### src/rtl/mmio_char_fifo.sv
// MMIO character port: decodes CPU stores into a char-data word and a control word,
// buffers characters in a first-word-fall-through FIFO and hands them to the typewriter.
module mmio_char_fifo #(
  parameter logic [31:0] CHAR_ADDR  = 32'h0000_FF00,
  parameter logic [31:0] CTRL_ADDR  = 32'h0000_FF04,
  parameter int          DEPTH_LOG2 = 4
) (
  input  logic                  clk_pix,
  input  logic                  rst,
  input  logic                  mem_write,
  input  logic [31:0]           data_addr,
  input  logic [31:0]           write_data,
  output logic [7:0]            char_data,
  output logic                  char_valid,
  input  logic                  char_ready,
  output logic [DEPTH_LOG2:0]   fifo_count,
  output logic                  overflow,
  output logic                  clear_screen
);

  localparam int DEPTH = 1 << DEPTH_LOG2;
  localparam logic [DEPTH_LOG2:0] FULL_COUNT = (DEPTH_LOG2 + 1)'(DEPTH);

  logic [7:0]            mem_reg [DEPTH];
  logic [DEPTH_LOG2-1:0] rd_ptr_reg, rd_ptr_next;
  logic [DEPTH_LOG2-1:0] wr_ptr_reg, wr_ptr_next;
  logic [DEPTH_LOG2:0]   count_reg, count_next;
  logic                  overflow_reg, overflow_next;
  logic                  clear_reg, clear_next;

  logic char_hit, ctrl_hit;
  logic empty, full;
  logic pop, push_ok, flush;
  logic unused_bits;

  // Byte offset and the upper data bits carry no meaning for either register.
  assign unused_bits = ^{data_addr[1:0], write_data[31:8]};

  assign char_hit = mem_write && (data_addr[31:2] == CHAR_ADDR[31:2]);
  assign ctrl_hit = mem_write && (data_addr[31:2] == CTRL_ADDR[31:2]);

  assign empty   = (count_reg == '0);
  assign full    = (count_reg == FULL_COUNT);
  assign pop     = !empty && char_ready;
  // When full, a same-cycle pop frees the slot the push lands in (wr_ptr == rd_ptr).
  assign push_ok = char_hit && (!full || pop);
  assign flush   = ctrl_hit && write_data[0];

  always_comb begin
    rd_ptr_next   = rd_ptr_reg;
    wr_ptr_next   = wr_ptr_reg;
    count_next    = count_reg;
    overflow_next = overflow_reg;
    clear_next    = ctrl_hit && write_data[1];

    if (pop) begin
      rd_ptr_next = rd_ptr_reg + 1'b1;
    end
    if (push_ok) begin
      wr_ptr_next = wr_ptr_reg + 1'b1;
    end
    case ({push_ok, pop})
      2'b10:   count_next = count_reg + 1'b1;
      2'b01:   count_next = count_reg - 1'b1;
      default: count_next = count_reg;
    endcase

    if (char_hit && full && !pop) begin
      overflow_next = 1'b1;
    end
    if (ctrl_hit && write_data[2]) begin
      overflow_next = 1'b0;
    end

    if (flush) begin
      rd_ptr_next = '0;
      wr_ptr_next = '0;
      count_next  = '0;
    end
  end

  always_ff @(posedge clk_pix) begin
    if (rst) begin
      rd_ptr_reg   <= '0;
      wr_ptr_reg   <= '0;
      count_reg    <= '0;
      overflow_reg <= 1'b0;
      clear_reg    <= 1'b0;
    end else begin
      rd_ptr_reg   <= rd_ptr_next;
      wr_ptr_reg   <= wr_ptr_next;
      count_reg    <= count_next;
      overflow_reg <= overflow_next;
      clear_reg    <= clear_next;
    end
  end

  // Storage needs no reset: pointers and count define which entries are live.
  always_ff @(posedge clk_pix) begin
    if (push_ok) begin
      mem_reg[wr_ptr_reg] <= write_data[7:0];
    end
  end

  assign char_valid   = !empty;
  assign char_data    = empty ? 8'h00 : mem_reg[rd_ptr_reg];
  assign fifo_count   = count_reg;
  assign overflow     = overflow_reg;
  assign clear_screen = clear_reg;

endmodule
### config.mk
export PLATFORM = sky130hd
export DESIGN_NAME = mmio_char_fifo
export DESIGN_NICKNAME = d
export VERILOG_FILES = /design/src/rtl/mmio_char_fifo.sv
export SDC_FILE = /design/constraint.sdc
export NUM_CORES = 1
export LEC_CHECK = 0
export BUFFER_PORTS_ARGS = -buffer_cell sky130_fd_sc_hd__buf_2
export CAP_MARGIN = 20
export CORE_UTILIZATION = 50
export CTS_CLUSTER_DIAMETER = 30
export DETAILED_ROUTE_END_ITERATION = 7
export PLACE_DENSITY = 0.71
export SYNTH_ARGS = -nofsm -noshare
export SYNTH_HDL_FRONTEND = slang
export SYNTH_SLANG_ARGS = --single-unit
### constraint.sdc
create_clock -name clk_pix -period 3.3 [get_ports clk_pix]
set_clock_uncertainty 0.05 [all_clocks]
set_input_delay 0.66 -clock clk_pix [delete_from_list [all_inputs] [get_ports clk_pix]]
set_output_delay 0.66 -clock clk_pix [all_outputs]
set_load 0.01 [all_outputs]
==> metrics <==
chain of cells forming the critical path=buf_12 > mux4_2 > mux4_2 > nor2b_1 > buf_2; met2 wire len=6.36 mm; max-slew headroom at the worst pin=54.4%; status=finished with violations; core footprint=11,600 sq um; post-DR vias/cell=5.85; critical path endpoint category=output port; slew at the pin with the worst max-slew slack=683 ps; Post-Syn Area per Cell=19.0 sq um; Clock H-tree levels=4; first-iteration detailed-routing DRC count=337; HPWL after detailed placement=7.48 mm; Crit Path Max Fanout=32; largest net degree at the start of global routing=33; Most used DFF post-synth=edfxtp_1; minimum clock period=3150 ps; Power Dens Cells=577 nW/um^2; length of the first detailed-routing pass in iterations=6; Static Leak=2.54 nW; net total in the final layout=475; detailed-route wire length on metal 1=5.25 mm; Register-to-Register Setup Slack=460 ps; Die ar.=12,500 sq um; vias in the first global route=3,339; initial antenna violation count=0; Global Route Usage Sum=21.7%; Setup crit end=char_data[2]; critical path arrival=2440 ps; total inserted antenna cells=0; Crit Path Category=reg -> out; RR Endpoint=fifo_count[4]; required time at the endpoint of the critical path=2590 ps; Antenna Nets Post-Route=0; maximum single-stage delay on the critical path=560 ps; Clock Sinks=147; share of final-layout standard cells stronger than drive strength 1=36.9%; post_cts resized=0; synthesis warning total=0; clock tree from TritonCTS=done; critical path's most frequent cell=mux4_2; reg2reg start=fifo_count[0]; Post-synth EDFFs=128; grt ovf=0; Setup Buffers After CTS=0; CTS clk-pin slew, worst paths=60 ps; Startpoint Class=flop; buffer cell driving the clock tree root=clkbuf_16; Final Worst Setup Slack=149 ps; ratio of final minimum period to clock period=95.5%; io pins=84; initial core utilization=52.1%; proportion of synthesized area in mux cells=15.7%; top routing layer used=met4; multi-input combinational cell area=1730 sq um; Placer Congestion=0.733; flip-flop count of the largest register after layout=128; global-route wire length before repair=19.2 mm; Distinct cells, synth=46; syn_nets=396; maximum number of buffers from clock root to sink=2; sum of negative setup slack=0 ps; final setup violation count=0; worst skew pair latency=420 ps; main combinational cell family by area after synthesis=multiplexers; vias=3,227; Setup WS pre-CTS=260 ps; routed wl met3=574 um; Gate Count Post-Synth=319; fraction of registers with async set/reset=0%; failing checks=design-rule violations; vertical die dimension=112 um; pins over their slew limit=0; total of max-cap violations=0; sequential element share of the synthesized area=69.9%; Synth Area in Compound Gates=2.11%; summed instance area of the synthesized netlist=6050 sq um; Seq. cell area=4230 sq um; post-cts hold buffer count=0; setup repair after global routing missed its margin=no; DR DRC count=6; number of placement rows=39; highest attainable clock frequency=0.317 GHz; x dimension of the die=112 um; post-synthesis share of cell area spent on full adders, half adders and majority gates=1.99%; path category of the worst min-delay check=in -> reg; Filler Cells Inserted=825; average routed wire per standard cell=22.4 um; xor and xnor area share after synthesis=1.01%; count of cells along the worst register-to-register path=10; area growth from synthesis to final layout=19.6%; total of flip-flops plus latches after synthesis=147; count of buffers inserted at the top-level ports=57; total count of hold-check failures in the final report=0; total clock buffers created by CTS=17; standard cell with the maximum stage delay on the critical path=mux4_2; worst vdd ir=0.379 mV; simple-gate area share of the yosys netlist=7.72%; Detailed Route WL=12.4 mm
-- critical path, delay by kind of cell (launching register included) --
family | cells | cell delay (ps)
muxes | 2 | 1090
buffers and inverters | 2 | 400
DFF | 1 | 340
and+or+nand+nor | 1 | 160
-- cell families after synthesis --
family          after synthesis
simple gates                 70
xor+xnor                      7
mux                          45
compound gates               19
flops                       147
buf+inv                      22
fa+ha+maj                     9
-- worst min path at each step --
stage	from	to	slack, ps	cells after the start
global route	rst	overflow	390	2
floorplan	rd_ptr_reg[3]	flop	410	2
detailed placement	rd_ptr_reg[3]	flop	440	2
finish	rst	overflow	380	2
global placement	overflow	overflow	430	2
CTS	rst	overflow	380	2
-- synth_stat cells, drive strengths merged (3+ instances only) --
library cell / count / area, sq um
a21oi: 7 / 38.8
and3: 15 / 93.8
buf: 6 / 35.0
clkbuf: 6 / 22.5
dfxtp: 19 / 380
edfxtp: 128 / 3840
ha: 8 / 100
inv: 10 / 37.5
mux2i: 5 / 50.1
mux4: 40 / 901
nand3: 4 / 20.0
nand4: 3 / 25.0
nor2: 13 / 48.8
nor2b: 11 / 68.8
nor3: 5 / 30.0
nor4: 4 / 25.0
o21ai: 5 / 28.8
xnor2: 5 / 43.8
-- stage by stage --
stage	total power, mW	util, %	cell area [sq um]	instances	hold WS [ps]
floorplan	2.07	-	6050	319	407
global placement	2.11	56.8	6590	522	425
detailed placement	2.11	56.8	6590	522	437
CTS	4.19	62.3	7230	552	376
global route	4.27	62.3	7230	552	391
finish	4.17	62.3	7230	552	380
-- metal layers --
layer,up-vias,track usage [%]
li1,1459,-
met3,14,4.35
met5,-,0
met1,1652,28.5
met4,0,8.27
met2,102,36.2
-- cell type report --
type / instances / share of cell area, %
Tap cell: 143 / 2.47
Clock buffer: 18 / 5.93
Sequential cell: 147 / 58.4
Clock inverter: 12 / 2.94
Timing Repair Buffer: 72 / 5.85
Inverter: 10 / 0.519
Multi-Input combinational cell: 150 / 23.9
-- layout by cell type (no fill, tap or decap), types with 2 or more instances in the layout --
| cell | instances |
|---|---|
| a21o_1 | 2 |
| a21oi_1 | 6 |
| and3_1 | 15 |
| and4_1 | 2 |
| and4bb_2 | 2 |
| buf_12 | 2 |
| buf_2 | 57 |
| buf_4 | 13 |
| bufinv_16 | 6 |
| clkbuf_16 | 17 |
| clkinv_1 | 3 |
| dfxtp_1 | 18 |
| edfxtp_1 | 128 |
| ha_1 | 8 |
| inv_1 | 9 |
| mux2i_1 | 5 |
| mux4_2 | 40 |
| nand2_1 | 2 |
| nand3_1 | 4 |
| nand4_1 | 2 |
| nor2_1 | 13 |
| nor2b_1 | 11 |
| nor3_1 | 4 |
| nor4_1 | 4 |
| o21ai_1 | 3 |
| xnor2_1 | 5 |
| xor2_1 | 2 |
-- power by group --
| part | leakage [nW] | internal [mW] | total, mW | switching, mW |
|---|---|---|---|---|
| logic | 0.931 | 0.0217 | 0.0553 | 0.0337 |
| clock network | 0.308 | 1.40 | 2.10 | 0.700 |
| registers | 1.30 | 2.02 | 2.02 | 0.0000117 |
Power figures use the tool's default switching activity.
